--- src/rtl/ldpc_encoder_if.sv ---
// Message-in / codeword-out handshake bundle for ldpc_encoder.
interface ldpc_encoder_if #(
    parameter int K          = 4,
    parameter int ROW_NUMBER = 8,
    parameter int WIDTH      = 8
);
    logic [K-1:0]                i_data;
    logic                        i_val;
    logic                        i_ready;
    logic                        o_ready;
    logic                        o_val;
    logic [ROW_NUMBER-1:0]       o_code;
    logic [WIDTH*ROW_NUMBER-1:0] o_llr;

    modport master (
        output i_data, i_val, i_ready,
        input  o_ready, o_val, o_code, o_llr
    );

    modport slave (
        input  i_data, i_val, i_ready,
        output o_ready, o_val, o_code, o_llr
    );
endinterface

--- src/rtl/ldpc_encoder.sv ---
// Systematic LDPC encoder: one parity bit per CALC cycle, codeword held in DONE.
// Define LLR_OUT_EN to build the bit-to-LLR mapping on o_llr; otherwise o_llr is tied to 0.
module ldpc_encoder #(
    parameter int          ROW_NUMBER = 8,
    parameter int          COL_NUMBER = 4,
    parameter int          WIDTH      = 8,
    parameter int          LLR_MAG    = 4,
    parameter logic [15:0] P_MATRIX   = 16'hDBE7
) (
    input  logic          clk,
    input  logic          xrst,
    ldpc_encoder_if.slave bus
);
    localparam int K  = ROW_NUMBER - COL_NUMBER;
    localparam int CW = $clog2(COL_NUMBER) + 1;
    localparam logic [CW-1:0] CNT_LAST = CW'(COL_NUMBER - 1);

    typedef enum logic [1:0] {IDLE, CALC, DONE} state_t;

    state_t                state, state_nxt;
    logic [K-1:0]          msg;
    logic [COL_NUMBER-1:0] parity, parity_nxt, par_all;
    logic [CW-1:0]         cnt;
    logic [ROW_NUMBER-1:0] code, code_nxt;

    always_ff @(posedge clk) begin
        if (!xrst) state <= IDLE;
        else       state <= state_nxt;
    end

    always_comb begin
        state_nxt = state;
        case (state)
            IDLE:    if (bus.i_val)       state_nxt = CALC;
            CALC:    if (cnt == CNT_LAST) state_nxt = DONE;
            DONE:    if (bus.i_ready)     state_nxt = IDLE;
            default:                      state_nxt = IDLE;
        endcase
    end

    // All parity equations are formed in parallel; cnt picks the one stored this cycle.
    always_comb begin
        par_all    = '0;
        parity_nxt = parity;
        for (int j = 0; j < COL_NUMBER; j++) begin
            par_all[j] = ^(msg & P_MATRIX[j*K +: K]);
            if (cnt == CW'(j)) parity_nxt[j] = par_all[j];
        end
        code_nxt = {parity_nxt, msg};
    end

    always_ff @(posedge clk) begin
        if (!xrst) begin
            msg    <= '0;
            parity <= '0;
            cnt    <= '0;
            code   <= '0;
        end else begin
            case (state)
                IDLE: begin
                    if (bus.i_val) begin
                        msg    <= bus.i_data;
                        parity <= '0;
                        cnt    <= '0;
                    end
                end
                CALC: begin
                    parity <= parity_nxt;
                    if (cnt == CNT_LAST) code <= code_nxt;
                    else                 cnt  <= cnt + CW'(1);
                end
                default: ;
            endcase
        end
    end

    assign bus.o_ready = (state == IDLE);
    assign bus.o_val   = (state == DONE);
    assign bus.o_code  = code;

`ifdef LLR_OUT_EN
    localparam logic [WIDTH-1:0] LLR_POS = WIDTH'(LLR_MAG);
    localparam logic [WIDTH-1:0] LLR_NEG = ~LLR_POS + WIDTH'(1);

    logic [WIDTH*ROW_NUMBER-1:0] llr, llr_nxt;

    always_comb begin
        llr_nxt = '0;
        for (int i = 0; i < ROW_NUMBER; i++)
            llr_nxt[WIDTH*i +: WIDTH] = code_nxt[i] ? LLR_NEG : LLR_POS;
    end

    always_ff @(posedge clk) begin
        if (!xrst)                                 llr <= '0;
        else if (state == CALC && cnt == CNT_LAST) llr <= llr_nxt;
    end

    assign bus.o_llr = llr;
`else
    assign bus.o_llr = '0;
`endif
endmodule

--- src/flat_wrapper.sv ---
// flat-port wrapper written by rule: the top's interface ports become plain ports
module ldpc_encoder_flat 
#(
    parameter int          ROW_NUMBER = 8,
    parameter int          COL_NUMBER = 4,
    parameter int          WIDTH      = 8,
    parameter int          LLR_MAG    = 4,
    parameter logic [15:0] P_MATRIX   = 16'hDBE7
)
  (clk, xrst, bus_i_data, bus_i_val, bus_i_ready, bus_o_ready, bus_o_val, bus_o_code, bus_o_llr);
  ldpc_encoder_if #(.K(4), .ROW_NUMBER(ROW_NUMBER), .WIDTH(WIDTH)) bus_i ();
  input  logic clk;
  input  logic xrst;
  input wire logic [$bits(bus_i.i_data)-1:0] bus_i_data;
  input wire logic [$bits(bus_i.i_val)-1:0] bus_i_val;
  input wire logic [$bits(bus_i.i_ready)-1:0] bus_i_ready;
  output wire logic [$bits(bus_i.o_ready)-1:0] bus_o_ready;
  output wire logic [$bits(bus_i.o_val)-1:0] bus_o_val;
  output wire logic [$bits(bus_i.o_code)-1:0] bus_o_code;
  output wire logic [$bits(bus_i.o_llr)-1:0] bus_o_llr;
  assign bus_i.i_data = bus_i_data;
  assign bus_i.i_val = bus_i_val;
  assign bus_i.i_ready = bus_i_ready;
  assign bus_o_ready = bus_i.o_ready;
  assign bus_o_val = bus_i.o_val;
  assign bus_o_code = bus_i.o_code;
  assign bus_o_llr = bus_i.o_llr;
  ldpc_encoder #(.ROW_NUMBER(ROW_NUMBER), .COL_NUMBER(COL_NUMBER), .WIDTH(WIDTH), .LLR_MAG(LLR_MAG), .P_MATRIX(P_MATRIX)) u_core (.clk(clk), .xrst(xrst), .bus(bus_i));
endmodule
--- config.mk ---
export PLATFORM = sky130hd
export DESIGN_NAME = ldpc_encoder_flat
export DESIGN_NICKNAME = d
export VERILOG_FILES = /design/src/rtl/ldpc_encoder_if.sv /design/src/rtl/ldpc_encoder.sv /design/src/flat_wrapper.sv
export SDC_FILE = /design/constraint.sdc
export NUM_CORES = 1
export LEC_CHECK = 0
export BUFFER_PORTS_ARGS = -buffer_cell sky130_fd_sc_hd__buf_2
export CORE_UTILIZATION = 49
export DETAILED_ROUTE_END_ITERATION = 10
export GPL_TIMING_DRIVEN = 0
export PLACE_DENSITY = 0.89
export SLEW_MARGIN = 20
export SYNTH_ARGS = -nofsm -noshare
export SYNTH_HDL_FRONTEND = slang
export SYNTH_SLANG_ARGS = --single-unit
--- constraint.sdc ---
create_clock -name clk -period 2.94 [get_ports clk]
set_input_delay 0.735 -clock clk [delete_from_list [all_inputs] [get_ports clk]]
set_output_delay 0.735 -clock clk [all_outputs]
set_load 0.01 [all_outputs]
# Word-level counts from Yosys, hierarchy flattened
# Index checks and enable logic that the tools add are counted.
[word_totals] mem_bits_rw=0 regBits=21 latchBits=0 output_inout_bits=74 wordCells=40 romBits=0 mem_count=0
[classes] eq_ne=9 shift=0 n_lt_le_gt_ge=0 bitwise_logic=0 reduce_logical=12 mux=13 n_addsub=1 mul=0 div=0
[ops] cell="$reduce_xor A4 Y1" n=4
[ops] cell="$pmux W4 S2" n=1
[ops] cell="$eq A3 B2 Y1 const B" n=2
[ops] cell="$mux W2" n=3
[ops] cell="$mux W3" n=2
[ops] cell="$ne A2 B2 Y1 const B" n=3
[ops] cell="$pmux W2 S3" n=1
[ops] cell="$pmux W3 S2" n=1
[ops] cell="$reduce_and A2 Y1" n=3
[ops] cell="$reduce_and A3 Y1" n=2
[ops] cell="$mux W1" n=4
[ops] cell="$mux W4" n=1
[ops] cell="$add A3 B1 Y3 const B" n=1
[ops] cell="$eq A3 B1 Y1 const B" n=1
[ops] cell="$logic_not A3 Y1" n=1
[ops] cell="$eq A2 B1 Y1 const B" n=1
[ops] cell="$eq A2 B2 Y1 const B" n=1
[ops] cell="$logic_not A2 Y1" n=1
[ops] cell="$ne A2 B1 Y1 const B" n=1
[ops] cell="$reduce_bool A2 Y1" n=1

# Logic depth before layout (Yosys ltp)
# Gate-level depths: netlist (run 1).
[logic_depth] ltp_word=3 mapped_depth=6 ltp_nobuf=5

# Least setup slack after synthesis (run 1)
# No wires, ideal clock.
[synth_path] kind="in2reg" start="in bus_i_val" end="reg u_core.cnt[0]" path_buffers=1 setup_ns=0.115 setup_slack_ns=1.289 cell_stages=4 arrival_ns=1.536 path_cell_list="or3b_1 buf_6 and3_1 o21a_1"
[synth_between] elab_chain_len=2
[synth_rtl] element="start, declared" line="flat_wrapper.sv:15" source="input wire logic [$bits(bus_i.i_val)-1:0] bus_i_val;"
[synth_rtl] element="$ne A2 B2 Y1 (no line)"
[synth_rtl] element="$reduce_and A3 Y1 (no line)"
[synth_rtl] element="end signal, assigned" line="ldpc_encoder.sv:70" source="else cnt <= cnt + CW'(1);"
[synth_rtl] element="end, declared" line="ldpc_encoder.sv:23" source="logic [CW-1:0] cnt;"
# No other way between the ends.
# A chain may end at the register's enable or synchronous reset.

# Worst setup path after layout (run 1)
[layout_path] start="reg u_core.state[1]" end="out bus_o_val"
[layout_between] elab_chain_len=1
[layout_rtl] element="start, declared" line="ldpc_encoder.sv:20" source="state_t state, state_nxt;"
[layout_rtl] element="start signal, assigned" line="ldpc_encoder.sv:28" source="else state <= state_nxt;"
[layout_rtl] element="$eq A2 B2 Y1" line="ldpc_encoder.sv:78" source="assign bus.o_val = (state == DONE);"
[layout_rtl] element="end, declared" line="flat_wrapper.sv:18" source="output wire logic [$bits(bus_i.o_val)-1:0] bus_o_val;"
# No other way between the ends.

==> results.py, run 1 <==
metrics = {
    "route": {
        "viasPerCell": 3.89,
        "final_antenna_net_count": 0,
        "drc_errors": 0,
        "drt-total-wl_mm": 2.66,
        "first_pass_iters": 4,
        "wl_per_cell_um": 8.48,
        "vias": 1221,
        "drt_iter0_markers": 19,
    },
    "layout": {
        "area_growth_pct": 24.8,
        "final_net_count": 286,
        "antennaDiodeCount": 0,
        "utilization_pct": 65.3,
        "drive_gt1_share_pct": 34.4,
    },
    "setup_path": {
        "critPathKind": "register to primary output",
        "cp.arrival_ns": 1.19,
        "cp_cell_sequence": "buf_2 -> nor2b_1 -> buf_2",
        "crit_path_end_kind": "primary output",
        "worstReg2RegStart": "u_core.cnt[0]$_SDFFE_PN0P_",
        "crit_path_frequent_cell": "buf_2",
        "critical_path_buf_inv_count": 2,
        "critical_path.startpoint": "u_core.state[1]$_SDFFE_PN0P_",
        "critical_path.slowest_cell": "dfxtp_1",
        "critical_path_required_ns": 2.20,
        "crit_path_end": "bus_o_val",
        "critPathLaunchType": "register",
        "worstRegToRegCells": 5,
        "r2r-end": "u_core.cnt[0]$_SDFFE_PN0P_",
        "max_stage_delay_ns": 0.35,
        "crit_family": "buffers and inverters",
        "path_depth": 3,
        "rrSetupSlack_ns": 1.21,
        "worstPathMaxFanout": 10,
    },
    "grt": {
        "grt_pass1_vias": 1002,
        "grt_first_pass_wirelength_mm": 4.26,
        "gr-usage-all-layers_pct": 16.0,
        "grt_max_degree": 11,
        "grt_overflow": 0,
        "antenna_found_initial": 0,
    },
    "sta": {
        "final-max-slew-violation-count": 0,
        "hold_viol_final": 0,
        "finalSetupViolations": 0,
        "skew_ns": 0.00263,
        "period_needed_ns": 1.93,
        "rsz0062_at_grt": "false",
        "max_freq_mhz": 519,
        "max_slew.worst_pin.slew_ns": 0.507,
        "whs_ns": 0.455,
        "tns_ns": 0,
        "slew_headroom_pct": 66.1,
        "fin_crit_sh_pct": 65.6,
    },
    "power_and_ir_drop": {
        "ir_worst_vdd_v": 0.000145,
        "p_per_area_nw_per_um2": 301,
        "p_leak_uw": 0.00112,
    },
    "clock_tree": {
        "postCtsHoldBufs": 0,
        "post_cts_buffers": 0,
        "cts_tree": "yes",
        "postCtsResizedCells": 0,
        "htreeDepth": 1,
        "cts_max_path_buffers": 2,
        "insertion_delay_ns": 0.29,
        "clk_pin_slew_ns": 0.10,
        "cts_root_buffer": "clkbuf_4",
        "numCtsBuffers": 3,
        "cts_sinks": 20,
    },
    "run": {
        "cap_violations": 0,
    },
    "logic_synthesis": {
        "avgSynthCellArea_sq_um": 8.61,
        "ys_types": 33,
        "synth_top_area_cell": "buf_4",
        "yosysWarnings": 0,
        "synth_ff_type": "dfxtp_1",
        "netlist_top_cells_area": "buf_4 (30%), dfxtp_1 (25%), xor3_1 (5.9%), nand2_1 (5.1%), ha_1 (4.7%)",
        "synth-seq-cells": 20,
        "ys_seq_area_share_pct": 24.9,
        "synth_top_cell_area_share_pct": 30.3,
        "synthArstFlopShare_pct": 0,
        "netlist_instances": 187,
        "synth_edf_count": 0,
        "syn-cell-area_sq_um": 1610,
    },
    "place": {
        "dp_hpwl_mm": 2.30,
        "io_buffers": 17,
        "place_congestion": 0.777,
    },
    "floorplan": {
        "ioPinCount": 82,
        "die_w_um": 59.3,
        "die_h_um": 59.3,
        "initial_core_util_pct": 52.3,
        "core_area_sq_um": 3080,
        "rows": 20,
        "dieArea_sq_um": 3520,
    },
    "min_path": {
        "hold_path_class": "register to register",
        "min-delay-start": "u_core.bus.o_code[7]$_SDFFE_PN0P_",
    },
    "outcome": {
        "status": "finished, final reports clean",
    },
}
-- cell usage after synthesis (3+ instances only) --
| cell | count |
|---|---|
| o21ai_0 | 4 |
| dfxtp_1 | 20 |
| ha_1 | 6 |
| buf_2 | 5 |
| nand2b_1 | 3 |
| buf_4 | 65 |
| xor3_1 | 4 |
| nand3b_1 | 5 |
| nor2_1 | 3 |
| mux2i_1 | 3 |
| a21boi_0 | 8 |
| nand2_1 | 22 |
| inv_1 | 5 |
| a21oi_1 | 6 |
-- metrics by stage --
stage               instance area [sq um]  total power [uW]  std cells  setup WS [ns]
floorplan                            1850               459        250           1.29
detailed placement                   1990               482        311           1.15
finish                               2010               604        314           1.01
global placement                     1990               477        311           1.17
CTS                                  2010               607        314           1.00
global route                         2010               641        314          0.926
-- flip-flops by register name, summed over array words and instances (netlist names) --
| register | count |
|---|---|
| u_core.cnt | 3 |
| u_core.parity | 3 |
| u_core.bus.o_code | 8 |
| u_core.msg | 4 |
| u_core.state | 2 |
-- kinds of logic after synthesis --
| family | share of synthesized area (%) |
|---|---|
| multiplexers | 1.86 |
| AO/OA/AOI/OAI | 11.1 |
| XOR/XNOR | 8.00 |
| AND/OR/NAND/NOR | 15.1 |
| flip-flops | 24.9 |
| adder cells (fa/ha/maj) | 4.66 |
| other | 0.233 |
| buffers and inverters | 34.2 |
-- worst min-delay path: stages (launching register included) --
cell and delay (ns):
dfxtp_1 0.32, nand2_1 0.05, a21boi_1 0.05
-- how the worst min path moves through the flow --
stage | endpoint | slack [ns] | cells past startpoint
3_3_place_gp | u_core.bus.o_code[7]$_SDFFE_PN0P_ | 0.44 | 2
5_1_grt | u_core.bus.o_code[3]$_SDFFE_PN0P_ | 0.49 | 2
2_1_floorplan | u_core.parity[0]$_SDFFE_PN0P_ | 0.44 | 2
6_report | u_core.bus.o_code[7]$_SDFFE_PN0P_ | 0.46 | 2
3_5_place_dp | u_core.bus.o_code[7]$_SDFFE_PN0P_ | 0.45 | 2
4_1_cts | u_core.bus.o_code[7]$_SDFFE_PN0P_ | 0.46 | 2
-- cells in the final DEF (no fill, tap or decap), drive strengths merged --
cell    netlist  final
o21ai         4      4
nand3         2      2
and3b         2      2
nor2b         2      2
nand2b        3      3
nand2        22     22
xor3          4      4
clkbuf        2      5
o22ai         1      1
dfxtp        20     20
nor3b         1      1
mux2i         3      3
a21oi         6      6
a22oi         1      1
a21boi       10     10
or3b          2      2
o21a          2      2
xnor2         2      2
nand3b        5      5
xor2          1      1
nor2          3      3
conb          1     64
and2b         1      1
buf          71     88
ha            6      6
or2b          1      1
inv           5      5
and3          2      2
o32ai         2      2
-- layer usage --
| metal | wire length [um] | share of wire [%] | GRT usage [%] |
|---|---|---|---|
| met2 | 1440 | 54 | 31.0 |
| met5 | 0 | 0 | 0 |
| met3 | 174 | 6.5 | 3.06 |
| met1 | 1030 | 39 | 17.9 |
| met4 | 16 | 0.60 | 3.06 |
-- area by class of cell --
class | count | area (sq um)
fill | 292 | 1070
multi-input combinational | 152 | 896
buffer | 73 | 532
sequential | 20 | 400
timing repair buffer | 17 | 85.1
tap | 44 | 55.1
clock buffer | 3 | 22.5
inverter | 5 | 18.8
-- power by group --
part	switching [uW]	internal [uW]
Combinational	93.5	102
Sequential	6.03	278
Clock	77.0	47.6
(Power assumes the default switching activity.)
==> inputs of run 2 (changes only) <==
Settings changed: CORE_UTILIZATION 49 to 46, PLACE_DENSITY 0.89 to 0.85.
Clock period 2.94 ns to 1.95 ns, I/O delays scaled along.
==> results.py, run 2 (synthesis gave the netlist of run 1 again) <==
metrics = {
    "floorplan": {
        "initial_core_util_pct": 48.3,
        "dieArea_sq_um": 3740,
        "ioPinCount": 82,
        "core_area_sq_um": 3340,
        "die_w_um": 61.2,
        "rows": 21,
        "die_h_um": 61.2,
    },
    "clock_tree": {
        "postCtsHoldBufs": 0,
        "cts_root_buffer": "clkbuf_4",
        "clk_pin_slew_ns": 0.11,
        "htreeDepth": 1,
        "cts_max_path_buffers": 2,
        "insertion_delay_ns": 0.30,
        "cts_sinks": 20,
        "numCtsBuffers": 3,
        "postCtsResizedCells": 0,
        "post_cts_buffers": 0,
        "cts_tree": "yes",
    },
    "power_and_ir_drop": {
        "ir_worst_vdd_v": 0.000208,
        "power_uw": 919,
        "p_per_area_nw_per_um2": 457,
        "p_leak_uw": 0.00112,
    },
    "layout": {
        "antennaDiodeCount": 0,
        "final_cells": 316,
        "mostFrequentLayoutCells": "buf_4 (65), conb_1 (64), buf_2 (22), nand2_1 (22), dfxtp_1 (20)",
        "area_growth_pct": 24.9,
        "n_fill_cell": 319,
        "largest_reg_flops": 8,
        "final_common_cell": "buf_4",
        "final_net_count": 286,
        "drive_gt1_share_pct": 34.4,
    },
    "route": {
        "vias": 1185,
        "first_pass_iters": 4,
        "drc_errors": 0,
        "final_antenna_net_count": 0,
        "drt-total-wl_mm": 2.59,
        "wl_per_cell_um": 8.20,
        "drt_iter0_markers": 19,
        "viasPerCell": 3.75,
    },
    "sta": {
        "max_freq_mhz": 572,
        "rsz0062_at_grt": "false",
        "fin_crit_sh_pct": 89.7,
        "final-max-slew-violation-count": 0,
        "skew_ns": 0.00692,
        "hold_viol_final": 0,
        "tns_ns": 0,
        "finalSetupViolations": 0,
        "period_needed_ns": 1.75,
        "layout_setup_ws_ns": 0.201,
    },
    "outcome": {
        "status": "finished, final reports clean",
    },
    "place": {
        "dp.cells": 313,
        "io_buffers": 17,
        "place_congestion": 0.797,
        "post-place-ws_ns": 0.240,
        "dp_hpwl_mm": 2.19,
    },
    "min_path": {
        "hold-path-endpoint": "u_core.msg[2]$_SDFFE_PN0P_",
        "hold_path_class": "primary input to register",
        "min-delay-start": "bus_i_data[2]",
        "min_path_cells": 3,
    },
    "run": {
        "cap_violations": 0,
    },
    "setup_path": {
        "critPathLaunchType": "register",
        "cp.arrival_ns": 1.96,
        "critPathKind": "register to register",
        "worstRegToRegCells": 5,
        "r2r-end": "u_core.cnt[0]$_SDFFE_PN0P_",
        "critical_path.startpoint": "u_core.cnt[0]$_SDFFE_PN0P_",
        "critical_path_required_ns": 2.16,
        "crit_path_end_kind": "register",
        "rrSetupSlack_ns": 0.20,
        "worstReg2RegStart": "u_core.cnt[0]$_SDFFE_PN0P_",
        "worstPathMaxFanout": 5,
    },
    "grt": {
        "grt_max_degree": 11,
        "gr-usage-all-layers_pct": 14.5,
        "grt_overflow": 0,
        "antenna_found_initial": 0,
        "grt_first_pass_wirelength_mm": 4.02,
        "grt_pass1_vias": 964,
    },
}
-- run 2: cell counts in the layout (fill, tap and decap cells not counted) --
Identical to the previous run, type by type.
-- run 2: per-stage QoR --
stage / hold slack [ns] / area [sq um] / utilization [%]
6_report: 0.404 / 2010 / 60.3
5_1_grt: 0.406 / 2010 / 60.3
2_1_floorplan: 0.438 / 1850 / -
3_3_place_gp: 0.439 / 1990 / 59.6
3_5_place_dp: 0.456 / 1990 / 59.6
4_1_cts: 0.407 / 2010 / 60.3
-- run 2: routing by layer --
metal | part of all wire [%] | vias up | track usage, %
met5 | 0 | - | 0
met4 | 1.1 | 0 | 4.87
met3 | 6.8 | 5 | 2.52
met2 | 51 | 47 | 28.1
met1 | 41 | 490 | 15.6
li1 | - | 643 | -
-- run 2: layout make-up --
cell class / instances / area [sq um] / share of cell area (%)
flip-flops and latches: 20 / 400 / 19.9
well taps: 46 / 57.6 / 2.86
multi-input cells: 152 / 896 / 44.5
repair buffers: 17 / 85.1 / 4.23
clock buffers: 3 / 22.5 / 1.12
inverters: 5 / 18.8 / 0.933
plain buffers: 73 / 532 / 26.4
-- run 2: worst max-delay path: stages, from the launching register on --
cell and delay, ns:
dfxtp_1 0.37, ha_1 0.25, ha_1 0.23, or3b_1 0.44, and3_1 0.20, o21a_1 0.18
-- run 2: how the worst max path moves through the flow --
stage | end | slack [ns] | cells past startpoint
6_report | u_core.cnt[0]$_SDFFE_PN0P_ | 0.20 | 5
5_1_grt | u_core.cnt[0]$_SDFFE_PN0P_ | 0.12 | 5
4_1_cts | u_core.cnt[0]$_SDFFE_PN0P_ | 0.22 | 5
3_5_place_dp | u_core.cnt[0]$_SDFFE_PN0P_ | 0.24 | 5
3_3_place_gp | u_core.cnt[0]$_SDFFE_PN0P_ | 0.27 | 5
2_1_floorplan | u_core.cnt[0]$_SDFFE_PN0P_ | 0.36 | 5
-- run 2: power by group --
group / switching, uW / internal (uW) / leakage (uW)
combinational: 138 / 154 / 0.000939
clock: 126 / 72.1 / 0.0000138
sequential: 9.12 / 419 / 0.000162
total: 274 / 645 / 0.00112
